<file path="config.mk">
export PLATFORM = sky130hd
export DESIGN_NAME = vx_gfx_dcr_dispatch
export DESIGN_NICKNAME = d
export VERILOG_FILES = /design/src/rtl/vx_gfx_dcr_dispatch.sv
export SDC_FILE = /design/constraint.sdc
export NUM_CORES = 1
export LEC_CHECK = 0
export BUFFER_PORTS_ARGS = -buffer_cell sky130_fd_sc_hd__buf_2
export CAP_MARGIN = 10
export CORE_AREA = 2 2 73 75
export CTS_BUF_LIST = sky130_fd_sc_hd__clkbuf_4
export DETAILED_ROUTE_END_ITERATION = 6
export DIE_AREA = 0 0 75 77
export PLACE_DENSITY = 0.86
export SLEW_MARGIN = 20
export SYNTH_ARGS = -nofsm -noshare
export SYNTH_HDL_FRONTEND = slang
export SYNTH_SLANG_ARGS = --single-unit
</file>
<file path="constraint.sdc">
create_clock -name clk -period 1.85 [get_ports clk]
set_input_delay 0.37 -clock clk [delete_from_list [all_inputs] [get_ports clk]]
set_output_delay 0.37 -clock clk [all_outputs]
set_load 0.005 [all_outputs]
</file>
<file path="src/rtl/vx_gfx_dcr_dispatch.sv">
// DCR write dispatcher for the cluster graphics complex.
// Each incoming DCR write is decoded against per-channel address windows and
// pushed into a small FIFO for every channel whose window it hits. Admission
// is all-or-nothing across the matched channels. Writes that hit no window are
// consumed and flagged through the sticky err_unmapped bit.
// Optional feature: define GFX_DCR_BCAST_EN to enable the broadcast window
// [BCAST_BEGIN, BCAST_END), which targets every channel.
module vx_gfx_dcr_dispatch #(
  parameter int NUM_CHANNELS = 3,
  parameter int ADDR_WIDTH   = 12,
  parameter int DATA_WIDTH   = 32,
  parameter int FIFO_DEPTH   = 4,
  parameter logic [NUM_CHANNELS*ADDR_WIDTH-1:0] RANGE_BEGIN = '0,
  parameter logic [NUM_CHANNELS*ADDR_WIDTH-1:0] RANGE_END   = '0,
  parameter logic [ADDR_WIDTH-1:0] BCAST_BEGIN = '0,
  parameter logic [ADDR_WIDTH-1:0] BCAST_END   = '0
) (
  input  logic                               clk,
  input  logic                               reset,
  input  logic                               in_valid,
  input  logic [ADDR_WIDTH-1:0]              in_addr,
  input  logic [DATA_WIDTH-1:0]              in_data,
  output logic                               in_ready,
  output logic [NUM_CHANNELS-1:0]            out_valid,
  output logic [NUM_CHANNELS*ADDR_WIDTH-1:0] out_addr,
  output logic [NUM_CHANNELS*DATA_WIDTH-1:0] out_data,
  input  logic [NUM_CHANNELS-1:0]            out_ready,
  output logic [NUM_CHANNELS-1:0]            chan_pending,
  output logic                               idle,
  output logic                               err_unmapped,
  input  logic                               err_clear
);

  localparam int PTR_W   = (FIFO_DEPTH > 1) ? $clog2(FIFO_DEPTH) : 1;
  localparam int CNT_W   = PTR_W + 1;
  localparam int ENTRY_W = ADDR_WIDTH + DATA_WIDTH;
  localparam logic [CNT_W-1:0] FULL_CNT = CNT_W'(FIFO_DEPTH);

`ifdef GFX_DCR_BCAST_EN
  localparam logic BCAST_ON = 1'b1;
`else
  // Broadcast window exists in the decode but is masked off in this build.
  localparam logic BCAST_ON = 1'b0;
`endif

  logic [NUM_CHANNELS-1:0] win_match;
  logic [NUM_CHANNELS-1:0] match;
  logic [NUM_CHANNELS-1:0] full;
  logic [NUM_CHANNELS-1:0] push;
  logic [NUM_CHANNELS-1:0] pop;
  logic                    bcast_hit;
  logic                    accept;

  logic [CNT_W-1:0]   count [NUM_CHANNELS];
  logic [PTR_W-1:0]   wptr  [NUM_CHANNELS];
  logic [PTR_W-1:0]   rptr  [NUM_CHANNELS];
  logic [ENTRY_W-1:0] mem   [NUM_CHANNELS][FIFO_DEPTH];

  // Address decode: unsigned window compare per channel, plus broadcast.
  always_comb begin
    win_match = '0;
    for (int i = 0; i < NUM_CHANNELS; i++) begin
      win_match[i] = (in_addr >= RANGE_BEGIN[i*ADDR_WIDTH +: ADDR_WIDTH]) &&
                     (in_addr <  RANGE_END[i*ADDR_WIDTH +: ADDR_WIDTH]);
    end
    bcast_hit = (in_addr >= BCAST_BEGIN) && (in_addr < BCAST_END);
    match     = win_match | {NUM_CHANNELS{bcast_hit & BCAST_ON}};
  end

  // Admission: every matched FIFO must have room, judged from registered counts.
  always_comb begin
    in_ready = reset;
    full     = '0;
    for (int i = 0; i < NUM_CHANNELS; i++) begin
      full[i] = (count[i] == FULL_CNT);
      if (match[i] && full[i]) in_ready = 1'b0;
    end
    accept = in_valid && in_ready;
    push   = {NUM_CHANNELS{accept}} & match;
    pop    = out_valid & out_ready;
  end

  // FIFO control: pointers wrap naturally, push+pop together keeps count.
  always_ff @(posedge clk) begin
    if (!reset) begin
      for (int i = 0; i < NUM_CHANNELS; i++) begin
        count[i] <= '0;
        wptr[i]  <= '0;
        rptr[i]  <= '0;
      end
    end else begin
      for (int i = 0; i < NUM_CHANNELS; i++) begin
        if (push[i]) wptr[i] <= wptr[i] + PTR_W'(1);
        if (pop[i])  rptr[i] <= rptr[i] + PTR_W'(1);
        case ({push[i], pop[i]})
          2'b10:   count[i] <= count[i] + CNT_W'(1);
          2'b01:   count[i] <= count[i] - CNT_W'(1);
          default: count[i] <= count[i];
        endcase
      end
    end
  end

  // FIFO storage: data only, never reset; push is already gated by reset.
  always_ff @(posedge clk) begin
    for (int i = 0; i < NUM_CHANNELS; i++) begin
      if (push[i]) mem[i][wptr[i]] <= {in_addr, in_data};
    end
  end

  // Head presentation and status, all from registered state.
  always_comb begin
    out_valid = '0;
    out_addr  = '0;
    out_data  = '0;
    for (int i = 0; i < NUM_CHANNELS; i++) begin
      out_valid[i] = (count[i] != '0);
      {out_addr[i*ADDR_WIDTH +: ADDR_WIDTH], out_data[i*DATA_WIDTH +: DATA_WIDTH]} = mem[i][rptr[i]];
    end
    chan_pending = out_valid;
    idle         = ~|out_valid;
  end

  // Sticky unmapped-write flag; clear wins over a same-cycle set.
  always_ff @(posedge clk) begin
    if (!reset) begin
      err_unmapped <= 1'b0;
    end else if (err_clear) begin
      err_unmapped <= 1'b0;
    end else if (accept && (match == '0)) begin
      err_unmapped <= 1'b1;
    end
  end

endmodule

</file>
==> results of run 1 <==
## cell type report
class,instances,area share
clock buffer,3,0.0179
clock inverter,1,0.00299
inverter,6,0.0179
multi-input combinational,159,0.601
sequential,10,0.231
tap,70,0.0697
timing repair buffer,15,0.0598
## synthesized netlist by cell type, drive strengths merged
master	n
nor3	1
edfxtp	9
inv	6
and2b	3
buf	137
nand2b	3
and2	3
nor3b	1
a21bo	3
dfxtp	1
nor2	1
nor2b	3
xor2	3
conb	1
ha	6
## stage by stage
stage          area, µm²  power, W  worst slack (ns)  instances
4_1_cts             1260  0.000747             0.165        264
5_1_grt             1260  0.000809            0.0742        264
6_report            1260  0.000741             0.187        264
2_1_floorplan       2100  0.000750             0.607        312
3_5_place_dp        1230  0.000596             0.462        260
3_3_place_gp        1230  0.000586             0.486        260
## layer usage
| layer | vias up | share of wire |
|---|---|---|
| met2 | 79 | 0.50 |
| li1 | 311 | - |
| met3 | 2 | 0.16 |
| met4 | 0 | 0.012 |
| met5 | - | 0 |
| met1 | 291 | 0.32 |
## power by group through the flow
stage | clock, W | combinational, W | sequential [W]
after floorplan | 0 | 0.000431 | 0.000319
after global placement | 0 | 0.000265 | 0.000321
after detailed placement | 0 | 0.000273 | 0.000323
after CTS | 0.000154 | 0.000274 | 0.000319
after global routing | 0.000161 | 0.000326 | 0.000322
final | 0.000148 | 0.000276 | 0.000318
## worst max path at each step
| stage | startpoint | endpoint | slack [ns] | cells after the start |
|---|---|---|---|---|
| detailed placement | count[0][0] | idle | 0.46 | 5 |
| global route | count[1][0] | idle | 0.07 | 5 |
| CTS | count[0][0] | idle | 0.16 | 5 |
| finish | count[0][0] | idle | 0.19 | 5 |
| global placement | count[0][0] | idle | 0.49 | 5 |
| floorplan | count[0][0] | idle | 0.61 | 4 |
## kinds of logic after synthesis
| family | synth area share |
|---|---|
| AOI/OAI and AO/OA | 0.0187 |
| xor gates and xnor gates | 0.0163 |
| adders and majority gates | 0.0467 |
| buffers and inverters | 0.656 |
| DFF | 0.181 |
| other | 0.00233 |
| and+or+nand+nor | 0.0794 |
## flip-flops by register name (all words and copies together) (netlist names)
name          cells
count             9
err_unmapped      1
==> metrics.csv, run 1 <==
metric;value;unit
net-switching-power;0.000255;W
total_power_per_unit_cell_area;590;mW/mm²
chipHeight;77;µm
mostFrequentLayoutCell;conb_1;
max-cap-violations;0;
drt_first_iter_violations;2;
whs_path_depth;2;
setup_violations;0;
per_instance_average_area_after_synthesis;8.88;µm²
critical_path.cell_chain;inv_1 > ha_1 > nand2b_4 > nor3_2 > buf_2;
core.rowCount;26;
critPathBufInv;2;
nNetsFinal;252;
most-common-layout-cells;conb_1, buf_2, edfxtp_1;
path_clk_slew;0.06;ns
r2r-end;count[2][2];
grt_antenna_before_repair;0;
setup_total_negative_slack;0;ns
endpoint_kind;output pin;
vias;683;
final_min_period_over_clock_period;0.899;
status;completed;
comb_power_share;0.372;
fin_util;0.252;
grt_setup_unrepaired;false;
cts.repair_timing.setup_buffer_count;0;
timing.hold.ws;0.269;ns
clk-insertion-delay-late;0.26;ns
clock_tree.root_cell;clkbuf_4;
cts.htree.levels;1;
netlist_area;0.00161;mm²
p_seq_frac;0.429;
cts_hold_repair.buffers;0;
timing_max_transition_violations_final;0;
drc_violation_count_after_routing;0;
finalHoldViolCount;0;
number_of_antenna_diodes;0;
fillers;549;
maxClockFrequency;601;MHz
crit_path_max_fanout;4;
regArea;290;µm²
first_global_vias;402;
share_clk_of_total_power;0.199;
critPathRequiredTime;1.48;ns
power_leakage;0.763;nW
post_drt_via_cell_ratio;2.59;
final_layout_size_suffix_gt1_frac;0.119;
sw_frac_of_total;0.344;
setup.reg_to_reg.worst_slack;0.61;ns
cts.sinks;10;
tritoncts;built;
timing.critical_path.slowest_cell_delay;0.38;ns
drt_pre_antenna_iters;2;
globalRouteOverflowTotal;0;
critical-path-top-delay-family;flip-flops;
grt_most_used_layer;met2;
ys_types;16;
fin_worst_skew;0.000171;ns
hold-path-endpoint;err_unmapped;
routed_wl;1.51;mm
netlist_top_cells_area;buf_4, edfxtp_1, ha_1;
globalRouteMet2Util;0.0596;
die-width;75;µm
wire_per_inst;5.73;µm
post-dp-hpwl;1.40;mm
timing.setup.critical_path_class;flop to output pin;
synth.yosys.warnings;0;
critPathSlowestCell;edfxtp_1;
hold_class;input port to flop;
grt_util_met1;0.0448;
start_util;0.323;
synthesis.instances;181;
grt_start_max_net_pins;15;
grtUsageTotal;0.0381;
synth_area_leader_cell;buf_4;
die_area;0.00578;mm²
timing.critical_path.from_type;flop;
cts_made_buffers;3;
hold_path.startpoint;err_clear;
yosys_register_bits;10;
vdd.ir_drop.worst;0.359;mV
fp.coreArea;0.00498;mm²
r2r_start;count[2][0];
worstPathArrival;1.29;ns
globalplace.congestion;0.595;
num_io_pins;192;
grt.met3_usage;0.00394;
min_period;1.66;ns
area.growth.synth_to_final;-21.9;%
grt_pass1_wl;1.67;mm
internal_power;0.000486;W
clockBufferDepth;2;
netlist.area_leader.share;0.635;
cts_resized;0;
ant_nets;0;
multi_input_area;754;µm²
ys_seq_area_frac;0.181;
r2r.worst_path.cells;4;
numPortBuffers;15;
(Power assumes the default switching activity.)
==> run 2, diff against run 1 <==
SETUP_SLACK_MARGIN = 0.5   (was default)
SLEW_MARGIN = 10   (was 20)
==> run 2 against run 1 <==
Critical path type unchanged. Wire length increased by 9.6%. First-iteration DRC count unchanged. Total power is 18% higher. Worst hold slack lost 0.0019 ns. Non-clock buffer count grew 10. Clock-buffer cell count is the same. Sequential share of layout area is 2.5 points lower. Combinational power grew 47%. Fmax increased by 1.5%. Via count rose by 6.7%. Critical path depth unchanged.
==> metrics.csv, run 2 (same netlist as run 1, synthesis figures left out) <==
metric;value;unit
globalplace.congestion;0.595;
finalHoldViolCount;0;
pre_cts_ws;0.462;ns
timing.critical_path.from_type;flop;
chipHeight;77;µm
cts.htree.levels;1;
routed-wl-met3;252;µm
fin_worst_skew;0.00151;ns
dr.max_layer_used;met4;
dpl-instance-area;0.00123;mm²
grtUsageTotal;0.0402;
die_area;0.00578;mm²
ant_nets;0;
area.growth.synth_to_final;-12.3;%
timing.setup.critical_path_class;flop to output pin;
path_clk_slew;0.06;ns
core.rowCount;26;
crit_path_max_fanout;3;
final_layout_size_suffix_gt1_frac;0.201;
clk-insertion-delay-late;0.26;ns
setup_total_negative_slack;0;ns
cts_made_buffers;3;
clockBufferDepth;2;
routed_wl;1.66;mm
wl_met1;509;µm
registers.top_by_ff_count;count;
number_of_antenna_diodes;0;
top_regs;count x9, err_unmapped x1;
setup_violations;0;
start_util;0.323;
grt_start_max_net_pins;15;
num_io_pins;192;
cts.sinks;10;
nNetsFinal;262;
maxClockFrequency;610;MHz
status;completed;
largest_reg_flops;9;
total_power_per_unit_cell_area;620;mW/mm²
post-dp-hpwl;1.40;mm
endpoint_kind;output pin;
timing_max_transition_violations_final;0;
fp.coreArea;0.00498;mm²
tritoncts;built;
final_design_area_no_fill;0.00141;mm²
globalRouteOverflowTotal;0;
drt_first_iter_violations;2;
final.setup.worst_slack;0.212;ns
wire_per_inst;6.05;µm
clock_tree.root_cell;clkbuf_4;
most-common-layout-cells;conb_1, buf_2, edfxtp_1, buf_4, buf_6;
post_drt_via_cell_ratio;2.66;
grt_pass1_wl;1.78;mm
hold_class;input port to flop;
vdd.ir_drop.worst;0.464;mV
numPortBuffers;15;
vias;729;
final_min_period_over_clock_period;0.886;
die-width;75;µm
mostFrequentLayoutCell;conb_1;
max-cap-violations;0;
grt_antenna_before_repair;0;
power_leakage;0.830;nW
worstPathArrival;1.27;ns
timing.hold.ws;0.267;ns
grt_setup_unrepaired;true;
critPathRequiredTime;1.48;ns
cts_hold_repair.buffers;0;
drt_pre_antenna_iters;2;
min_period;1.64;ns
drc_violation_count_after_routing;0;
first_global_vias;435;
dr_wl_met2;849;µm
-- run 2: worst paths after layout --
check,startpoint,endpoint,slack [ns],cells after the start
worst min register to register,err_unmapped,err_unmapped,0.53,2
worst min-delay path,err_clear,err_unmapped,0.27,2
worst max-delay path,count[2][0],idle,0.21,5
worst max register to register,count[2][0],count[2][2],0.44,6
-- run 2: power breakdown --
group,switching [W],total [W],internal [W]
registers,0.0000204,0.000321,0.000301
logic,0.000204,0.000405,0.000201
clock network,0.0000700,0.000148,0.0000778
-- run 2: area by class of cell --
type,instances,area [µm²]
fillers,534,3570
clock buffers,3,22.5
well taps,70,87.6
clock inverters,1,3.75
repair buffers,25,185
multi-input cells,159,798
flip-flops and latches,10,290
inverters,6,22.5
-- run 2: what timing repair did --
action                                  4_1_cts  5_1_grt
endpoints found under the setup margin        7        7
pin swaps                                     2        2
gates resized for setup                      14        4
buffers inserted                              6        4
-- run 2: per-layer routing --
layer | up-vias | GRT usage
met5 | - | 0
met4 | 0 | 0.0321
met3 | 4 | 0.00526
met2 | 79 | 0.0632
met1 | 315 | 0.0472
li1 | 331 | -
-- run 2: critical path, cell delays in order, from the launching register on --
cell      delay (ns)
edfxtp_1        0.41
inv_2           0.10
ha_4            0.13
nand2b_4        0.07
nor3_4          0.16
buf_2           0.13
-- run 2: stage by stage --
step | instances | util | power [W]
floorplan | 312 | - | 0.000750
global placement | 260 | 0.247 | 0.000586
detailed placement | 260 | 0.247 | 0.000596
CTS | 270 | 0.274 | 0.000834
global route | 274 | 0.283 | 0.000950
finish | 274 | 0.283 | 0.000874
==> run 3, diff against run 2 <==
ABC_AREA = 1   (was default)
ABC_CLOCK_PERIOD_IN_PS = 1850   (was default)
PLACE_DENSITY = 0.85   (was 0.86)
RECOVER_POWER = 50   (was default)
==> run 3 against run 2 <==
First-iteration DRC count is 50% higher. Sequential cell count stayed put. Register-to-register slack better by 0.05 ns. Sequential power hardly changed. Clock power is 3% higher. Combinational power is 14% lower. Critical path depth is 2 higher. Setup slack worse by 0.044 ns. Total power is 6.3% lower. Cell count is 6.9% higher. Global-route usage is 1.2 points higher. Critical path type unchanged. Largest power group unchanged. Highest routed layer unchanged.
==> metrics.csv, run 3 <==
metric;value;unit
combinational_family_with_the_most_area_after_synthesis;buffers and inverters;
multi_input_area;748;µm²
fp.coreArea;0.00498;mm²
cts_made_buffers;3;
grt_pass1_wl;2.30;mm
most-common-layout-cells;conb_1, nand2_1, nor2_1;
cts_hold_repair.buffers;0;
timing.critical_path.from_type;flop;
timing.hold.ws;0.273;ns
total_power_per_unit_cell_area;590;mW/mm²
num_io_pins;192;
clk-insertion-delay-late;0.27;ns
crit_path_max_fanout;2;
cts.htree.levels;1;
grt_start_max_net_pins;9;
fin_worst_skew;0.000135;ns
timing_max_transition_violations_final;0;
critPathSlowestCell;edfxtp_1;
worstPathArrival;1.31;ns
grtUsageTotal;0.0520;
critPathRequiredTime;1.48;ns
cts.sinks;10;
hold_class;input port to flop;
power_leakage;0.834;nW
registers.top_by_ff_count;count;
setup_total_negative_slack;0;ns
core.rowCount;26;
synthesis.instances;198;
vias;830;
die-width;75;µm
min_period;1.68;ns
globalRouteOverflowTotal;0;
status;completed;
clockBufferDepth;2;
maxClockFrequency;594;MHz
critical-path-top-delay-family;flip-flops;
final_min_period_over_clock_period;0.910;
area.growth.synth_to_final;-11.4;%
synth.yosys.warnings;0;
globalplace.congestion;0.674;
timing.critical_path.slowest_cell_delay;0.40;ns
grt_antenna_before_repair;0;
wire_per_inst;6.60;µm
fillers;561;
largest_reg_flops;9;
dominantRegCellSynth;edfxtp_1;
synth_top_cells_by_count;buf_4, nand2_1, nor2_1;
routed_wl;1.93;mm
chipHeight;77;µm
start_util;0.314;
final_layout_size_suffix_gt1_frac;0.179;
drc_violation_count_after_routing;0;
synthSimpleGateAreaFrac;0.0831;
die_area;0.00578;mm²
ys_types;10;
regArea;290;µm²
number_of_synthesized_flops_with_an_enable_pin;9;
post_synth_mux_area_share;0;
netlist.area_leader.share;0.652;
ant_nets;0;
per_instance_average_area_after_synthesis;7.91;µm²
timing.setup.critical_path_class;flop to output pin;
endpoint_kind;output pin;
critPathBufInv;3;
synth-adder-area-share;0.0480;
yosys_register_bits;10;
synth_area_leader_cell;buf_4;
tritoncts;built;
netlist_area;0.00157;mm²
nNetsFinal;281;
synth_compound_gate_area_share;0;
synth_xor_area_frac;0;
mostFrequentLayoutCell;conb_1;
ys_seq_area_frac;0.185;
synth-async-reset-ratio;0;
drt_first_iter_violations;3;
grt_setup_unrepaired;true;
vdd.ir_drop.worst;0.477;mV
first_global_vias;545;
numPortBuffers;15;
netlist_top_cells_area;buf_4, edfxtp_1, ha_1;
post_drt_via_cell_ratio;2.83;
top_regs;count x9, err_unmapped x1;
synth_most_common_cell;buf_4;
critical_path.cell_chain;inv_1 > ha_4 > inv_2 > nor2_2 > nand2_2 > nor2_1 > buf_2;
number_of_antenna_diodes;0;
post-dp-hpwl;1.56;mm
max-cap-violations;0;
path_clk_slew;0.07;ns
setup_violations;0;
drt_pre_antenna_iters;4;
finalHoldViolCount;0;
clock_tree.root_cell;clkbuf_4;
==> run 3: cell count changes after synthesis, sizes merged <==
cell    before  now
nand2        0   16
nor2         1   16
inv          6   12
a21bo        3    0
and2         3    0
and2b        3    0
nand2b       3    0
nor2b        3    0
xor2         3    0
buf        137  136
nor3b        1    0
==> run 3: power breakdown <==
part / switching [W] / total [W] / internal [W]
clock network: 0.0000743 / 0.000152 / 0.0000778
registers: 0.0000244 / 0.000318 / 0.000293
logic: 0.000198 / 0.000349 / 0.000151
total: 0.000297 / 0.000819 / 0.000522
==> run 3: final cells by class <==
cell class,instances,area share
clock inverters,1,0.00271
well taps,70,0.0631
inverters,12,0.0325
flip-flops and latches,10,0.209
repair buffers,26,0.137
multi-input cells,171,0.539
clock buffers,3,0.0162
==> run 3: final timing paths <==
kind | from | to | slack, ns | cells past startpoint
worst min register to register | err_unmapped | err_unmapped | 0.52 | 2
worst max-delay path | count[0][0] | idle | 0.17 | 7
worst min-delay path | err_clear | err_unmapped | 0.27 | 2
worst max register to register | count[1][0] | count[1][2] | 0.49 | 7
==> run 3: cell families after synthesis <==
family,Yosys count
fa+ha+maj,6
buf+inv,148
flops,10
other cells,1
simple gates,33
==> run 3: what timing repair did <==
action                     4_1_cts  5_1_grt
gates resized for setup         21        9
pin swaps                        7        7
setup endpoints to repair        7        8
buffers inserted                 7        4
==> run 3: stage by stage <==
stage / instance area (µm²) / util / setup WS [ns] / std cells / total power [W]
after floorplan: 2060 / - / 0.628 / 329 / 0.000695
after global placement: 1200 / 0.241 / 0.454 / 278 / 0.000529
after detailed placement: 1200 / 0.241 / 0.427 / 278 / 0.000542
after CTS: 1350 / 0.272 / 0.176 / 289 / 0.000788
after global routing: 1390 / 0.279 / 0.0676 / 293 / 0.000905
final: 1390 / 0.279 / 0.167 / 293 / 0.000819
==> run 3: layer usage <==
layer | wire (µm) | GRT usage | vias up | part of all wire
li1 | - | - | 375 | -
met1 | 525 | 0.0552 | 373 | 0.27
met2 | 1090 | 0.0939 | 80 | 0.56
met3 | 310 | 0.0250 | 2 | 0.16
met4 | 6 | 0.00536 | 0 | 0.0031
met5 | 0 | 0 | - | 0
